===== src/rtl/shift_add_mult.sv =====
// Sequential shift-and-add multiplier with early termination on a zero multiplier.
// Optional macro SHIFT_ADD_MULT_SIGNED_EN selects two's-complement operands.
module shift_add_mult #(
  parameter int unsigned WIDTH = 16
) (
  input  logic                 clk,
  input  logic                 rst,
  input  logic                 start,
  input  logic [WIDTH-1:0]     a_in,
  input  logic [WIDTH-1:0]     b_in,
  output logic                 busy,
  output logic                 done,
  output logic [2*WIDTH-1:0]   product
);

  localparam int unsigned PW = 2 * WIDTH;

  typedef enum logic [1:0] {IDLE, CALC, DONE} state_t;

  state_t           state, state_nxt;
  logic [PW-1:0]    acc, mcand, result;
  logic [WIDTH-1:0] mplier, a_mag, b_mag;
  logic             load, step, finish;

`ifdef SHIFT_ADD_MULT_SIGNED_EN
  logic sign_q, sign_d;

  // Magnitudes as WIDTH-bit unsigned so the most negative value maps to 2^(WIDTH-1)
  always_comb begin
    a_mag  = a_in[WIDTH-1] ? -a_in : a_in;
    b_mag  = b_in[WIDTH-1] ? -b_in : b_in;
    sign_d = a_in[WIDTH-1] ^ b_in[WIDTH-1];
    result = sign_q ? -acc : acc;
  end

  always_ff @(posedge clk or posedge rst) begin
    if (rst)       sign_q <= 1'b0;
    else if (load) sign_q <= sign_d;
  end
`else
  always_comb begin
    a_mag  = a_in;
    b_mag  = b_in;
    result = acc;
  end
`endif

  always_ff @(posedge clk or posedge rst) begin
    if (rst) state <= IDLE;
    else     state <= state_nxt;
  end

  always_comb begin
    state_nxt = state;
    load      = 1'b0;
    step      = 1'b0;
    finish    = 1'b0;
    case (state)
      IDLE: begin
        if (start) begin
          load      = 1'b1;
          state_nxt = CALC;
        end
      end
      CALC: begin
        if (mplier != '0) begin
          step = 1'b1;
        end else begin
          finish    = 1'b1;
          state_nxt = DONE;
        end
      end
      DONE:    state_nxt = IDLE;
      default: state_nxt = IDLE;
    endcase
  end

  // Datapath: operand latch, add/shift iteration, product load on completion
  always_ff @(posedge clk or posedge rst) begin
    if (rst) begin
      acc     <= '0;
      mcand   <= '0;
      mplier  <= '0;
      product <= '0;
    end else begin
      if (load) begin
        acc    <= '0;
        mcand  <= PW'(a_mag);
        mplier <= b_mag;
      end else if (step) begin
        if (mplier[0]) acc <= acc + mcand;
        mcand  <= mcand << 1;
        mplier <= mplier >> 1;
      end
      if (finish) product <= result;
    end
  end

  assign busy = (state != IDLE);
  assign done = (state == DONE);

endmodule

===== config.mk =====
export PLATFORM = sky130hd
export DESIGN_NAME = shift_add_mult
export DESIGN_NICKNAME = d
export VERILOG_FILES = /design/src/rtl/shift_add_mult.sv
export SDC_FILE = /design/constraint.sdc
export NUM_CORES = 1
export LEC_CHECK = 0
export CORE_AREA = 2 2 137 99
export DETAILED_ROUTE_END_ITERATION = 8
export DIE_AREA = 0 0 139 101
export PLACE_DENSITY = 0.71
export SYNTH_ARGS = -nofsm -noshare
export SYNTH_HDL_FRONTEND = slang
export SYNTH_SLANG_ARGS = --single-unit

===== constraint.sdc =====
create_clock -name clk -period 4.6 [get_ports clk]
set_clock_uncertainty 0.1 [all_clocks]
set_input_delay 0.92 -clock clk [delete_from_list [all_inputs] [get_ports clk]]
set_output_delay 0.92 -clock clk [all_outputs]
set_load 0.02 [all_outputs]

-- After elaboration in Yosys (flattened, before gate mapping)
Cells that the tools add are included.
W data, S select, Z words.
- $add $sub $neg: 1
- eq/ne operators: 4
- multiplexer cells: 16
- reductions and logical operators: 7
- operator list (kind ; count):
    $mux W32 ; 5
    $add A32 B32 Y32 ; 1
    $mux W16 ; 2
    $reduce_bool A16 Y1 ; 1
    $mux W1 ; 6
    $reduce_bool A2 Y1 ; 3
    $mux W2 ; 2
    $ne A2 B2 Y1 const B ; 2
    $pmux W2 S2 ; 1
    $reduce_and A2 Y1 ; 2
    $eq A2 B1 Y1 const B ; 1
    $eq A2 B2 Y1 const B ; 1
    $logic_not A2 Y1 ; 1
- bits in registers: 114
- output and inout port bits: 34
- logic and storage cells: 33

-- Logic depth before layout (Yosys ltp)
- depth in word-level cells: 5
- mapped depth: 9
- mapped depth without buffers: 9

-- Worst setup path after synthesis
OpenSTA, ideal clock, no wires.
- path kind: register to register
- start point: register acc[16]
- end point: register acc[29]
- setup time: 92 ps
- arrival: 2466 ps
- required time: 4408 ps
- path slack: 1942 ps
- stages on the path, launching flop included: 10
- path buffers: 1
- period minus slack after synthesis: 2658 ps
- cell sequence: dfrtp_1 > ha_1 > buf_2 > nand4_2 > or4_4 > o311ai_2 > a31oi_4 > or4_4 > and3b_1 > o31ai_2
- longest elaborated chain between the ends: 4
- RTL lines (what ; line ; RTL):
    start, declared ; 21 ; logic [PW-1:0] acc, mcand, result;
    start signal, assigned ; 91 ; if (mplier[0]) acc <= acc + mcand;
    $add A32 B32 Y32 ; 91 ;
    $mux W32 ; 91 ;
    $mux W32 ; 90 ; end else if (step) begin
    $mux W32 ; 86 ; if (load) begin
Every way passes these cells. The select of a mux whose other input is x is not followed.
A chain may end at the register's enable or synchronous reset.

-- Worst setup path in the final report
- start point: register acc[0]
- end point: register acc[28]
Same word-level chain as after synthesis.

==> impl_metrics.csv <==
group,metric,value,unit
clock_tree,cts_root_buffer,"clkbuf_16",
logic_synthesis,synth_edf_count,0,
cells_and_area,fin_util,59.5,%
floorplan,initial_core_util,48.5,%
global_route,grt_max_degree,79,
clock_tree,clockBufferDepth,2,
timing,timing.fmax,326,MHz
power_and_ir_drop,power_frac_clock,21.5,%
detailed_routing,first_iter_violations,370,
logic_synthesis,muxShareOfSynthArea,6.29,%
critical_path,crit_path_start_kind,"flip-flop",
detailed_routing,ant_nets,0,
place,placed_cell_area,7020,um2
global_route,antenna_found_initial,0,
logic_synthesis,synth_cells,667,
power_and_ir_drop,p_total,0.00622,W
timing,grt_setup_unrepaired,"no",
logic_synthesis,synth_compound_area_share,18.2,%
logic_synthesis,yosysUniqueCellTypes,57,
clock_tree,ctsHoldBuffers,0,
logic_synthesis,synth_flop_cell,"dfrtp_1",
global_route,first_global_vias,5056,
critical_path,critPathArrivalTime,3260,ps
critical_path,end_kind,"flip-flop",
floorplan,dieHeight,101,um
detailed_routing,routedWlPerCell,16.5,um
power_and_ir_drop,p_leak,3.28,nW
place,io_buffers,68,
logic_synthesis,synth_area,6200,um2
power_and_ir_drop,power.switching,0.00263,W
floorplan,die_area,14000,um2
power_and_ir_drop,cell_internal_pwr,0.00360,W
critical_path,crit_required,4790,ps
clock_tree,clkLatencyLatePin,410,ps
power_and_ir_drop,power.density,818,nW/um2
clock_tree,clkSinkCount,114,
logic_synthesis,synthTopCellsByArea,"dfrtp_1 46%, nand2_1 9.1%, ha_1 6.3%, mux2_2 5.8%, a21oi_1 4.4%",
cells_and_area,syn_to_final_growth,22.8,%
timing,slew_headroom,26.6,%
detailed_routing,firstDrtPassIters,5,
logic_synthesis,synth_top_family_by_area,"compound AO/OA/AOI/OAI gates",
place,gp_congestion,0.919,
critical_path,cp_max_fo,4,
cells_and_area,drive_above_1_share,11.1,%
outcome,status,"finished, final reports clean",
critical_path,crit_chain,"ha_1 > fa_1 > a21o_1 > a221oi_1 > o21ai_1 > a311o_1 > a32oi_1 > mux2i_1 > nand3_1",
floorplan,io_pins,69,
global_route,grt_usage,22.5,%
power_and_ir_drop,p_seq_share,29.0,%
global_route,grt_pass1_wl,25200,um
timing,hold_viol_final,0,
clock_tree,cts_tree,"yes",
detailed_routing,detail_route.drc_violations,0,
detailed_routing,vias,5192,
global_route,globalRouteOverflowTotal,0,
detailed_routing,drt-total-wl,15000,um
clock_tree,cts_resized,0,
clock_tree,cts_buffers,17,
floorplan,fp-row-count,35,
logic_synthesis,yosysTopAreaCell,"dfrtp_1",
cells_and_area,fin_area,7610,um2
critical_path,cp_slowest_cell,"a311o_1",
critical_path,cp_slowest_stage_delay,430,ps
floorplan,fp.dieW,139,um
timing,fin_crit_sh,66.7,%
logic_synthesis,syn-num-nets,734,
logic_synthesis,synthAdderAreaFrac,6.58,%
logic_synthesis,ys_ff_latch,114,
timing,tns,0,ps
logic_synthesis,synth_area_per_cell,9.30,um2
timing,fin_crit,3070,ps
logic_synthesis,synthXorXnorAreaFrac,3.53,%
critical_path,critPathKind,"flip-flop to flip-flop",
logic_synthesis,async_flop_share,100,%
hold_path,min_path_type,"flip-flop to flip-flop",
clock_tree,clk_pin_slew,50,ps
timing,setup_viol,0,
flow_run,cap_violations,0,
timing,finalMaxSlewViolations,0,
power_and_ir_drop,share_comb_of_total_power,49.5,%
detailed_routing,vias_per_cell,5.74,
logic_synthesis,seq_area_frac_synth,46.0,%
logic_synthesis,yosysWarnings,0,
floorplan,core,12800,um2
cells_and_area,layout.nets,793,
cells_and_area,antennaDiodeCount,0,
timing,worst_pin_slew,1100,ps
clock_tree,postCtsSetupBuffers,0,
logic_synthesis,yosys.area_share.simple,16.9,%
logic_synthesis,synth_top_area_share,46.0,%
place,dp_hpwl,10500,um
power_and_ir_drop,max-vdd-ir-drop,0.000407,V
clock_tree,h-tree-depth,4,
power_and_ir_drop,p_sw_share,42.2,%
[metrics by stage]
step,worst slack [ps],hold slack (ps),cells
finish,1530,379,905
floorplan,564,339,667
global route,1410,412,905
CTS,1550,381,905
detailed placement,1260,373,873
global placement,1340,363,873
[power groups by stage]
stage	sequential (W)	combinational [W]	clock, W
after floorplan	0.00185	0.00213	0
after global routing	0.00187	0.00342	0.00141
after CTS	0.00181	0.00306	0.00136
after global placement	0.00181	0.00297	0
after detailed placement	0.00182	0.00303	0
final	0.00181	0.00308	0.00134
[cells in the mapped netlist, types with 6 or more instances]
library cell,number
and2_1,6
a31oi_1,32
inv_1,6
nand2_1,150
dfrtp_1,114
a21oi_1,54
a21o_1,9
xnor2_1,11
mux2_2,32
nor4_1,6
clkbuf_1,29
xor2_1,14
ha_1,31
o21a_1,8
nor2_1,46
o21ai_0,34
[metal layers]
layer | share of wire, % | wire length, um | vias to the layer above | global-route usage, %
li1 | - | - | 2496 | -
met1 | 48 | 7230 | 2504 | 31.7
met2 | 45 | 6770 | 174 | 35.3
met3 | 5.1 | 765 | 18 | 5.18
met4 | 1.2 | 182 | 0 | 6.22
met5 | 0 | 0 | - | 0
[registers in the layout, indices dropped and copies added, names as in the netlist]
| name | cells |
|---|---|
| mplier | 16 |
| state | 2 |
| acc | 32 |
| product | 32 |
| mcand | 32 |
[cells in the final DEF (no fill, tap or decap), types with 7 or more instances in the layout]
master and n:
a21o_1 9, a21oi_1 54, nor2_1 46, nand2_1 149, mux2_2 32, clkdlybuf4s50_1 68, o21ai_0 34, ha_1 31
dfrtp_1 114, buf_4 7, clkbuf_16 17, xnor2_1 11, xor2_1 14, a31oi_1 32, o21a_1 8
[final cells by class]
cell class / instances / area [um2]
inverters: 6 / 25.0
well taps: 166 / 208
clock inverters: 10 / 133
repair buffers: 75 / 733
flip-flops and latches: 114 / 2850
fillers: 1062 / 5170
clock buffers: 22 / 464
multi-input cells: 512 / 3200
[critical path, delay by kind of cell, from the launching register on]
family | cells | cell delay [ps]
fa+ha+maj | 2 | 670
compound gates | 5 | 1470
mux | 1 | 230
flops | 1 | 400
simple gates | 1 | 80
[final timing paths]
path | from | endpoint | slack, ps | cells after the start
setup / recovery | acc[0] | acc[28] | 1530 | 9
hold / removal | acc[31] | acc[31] | 380 | 1
setup reg to reg | acc[0] | acc[28] | 1530 | 9
hold reg to reg | acc[31] | acc[31] | 380 | 1
max in group asynchronous | rst | product[30] | 2560 | 3
min in group asynchronous | rst | product[6] | 980 | 2
[cells by family (layout without fill, tap and decap cells)]
group / Yosys count / after routing
mux: 35 / 35
flops: 114 / 114
compound gates: 177 / 177
xor+xnor: 25 / 25
simple gates: 243 / 243
buf+inv: 41 / 113
fa+ha+maj: 32 / 32
Note: power is estimated with default switching activity, not from simulation.
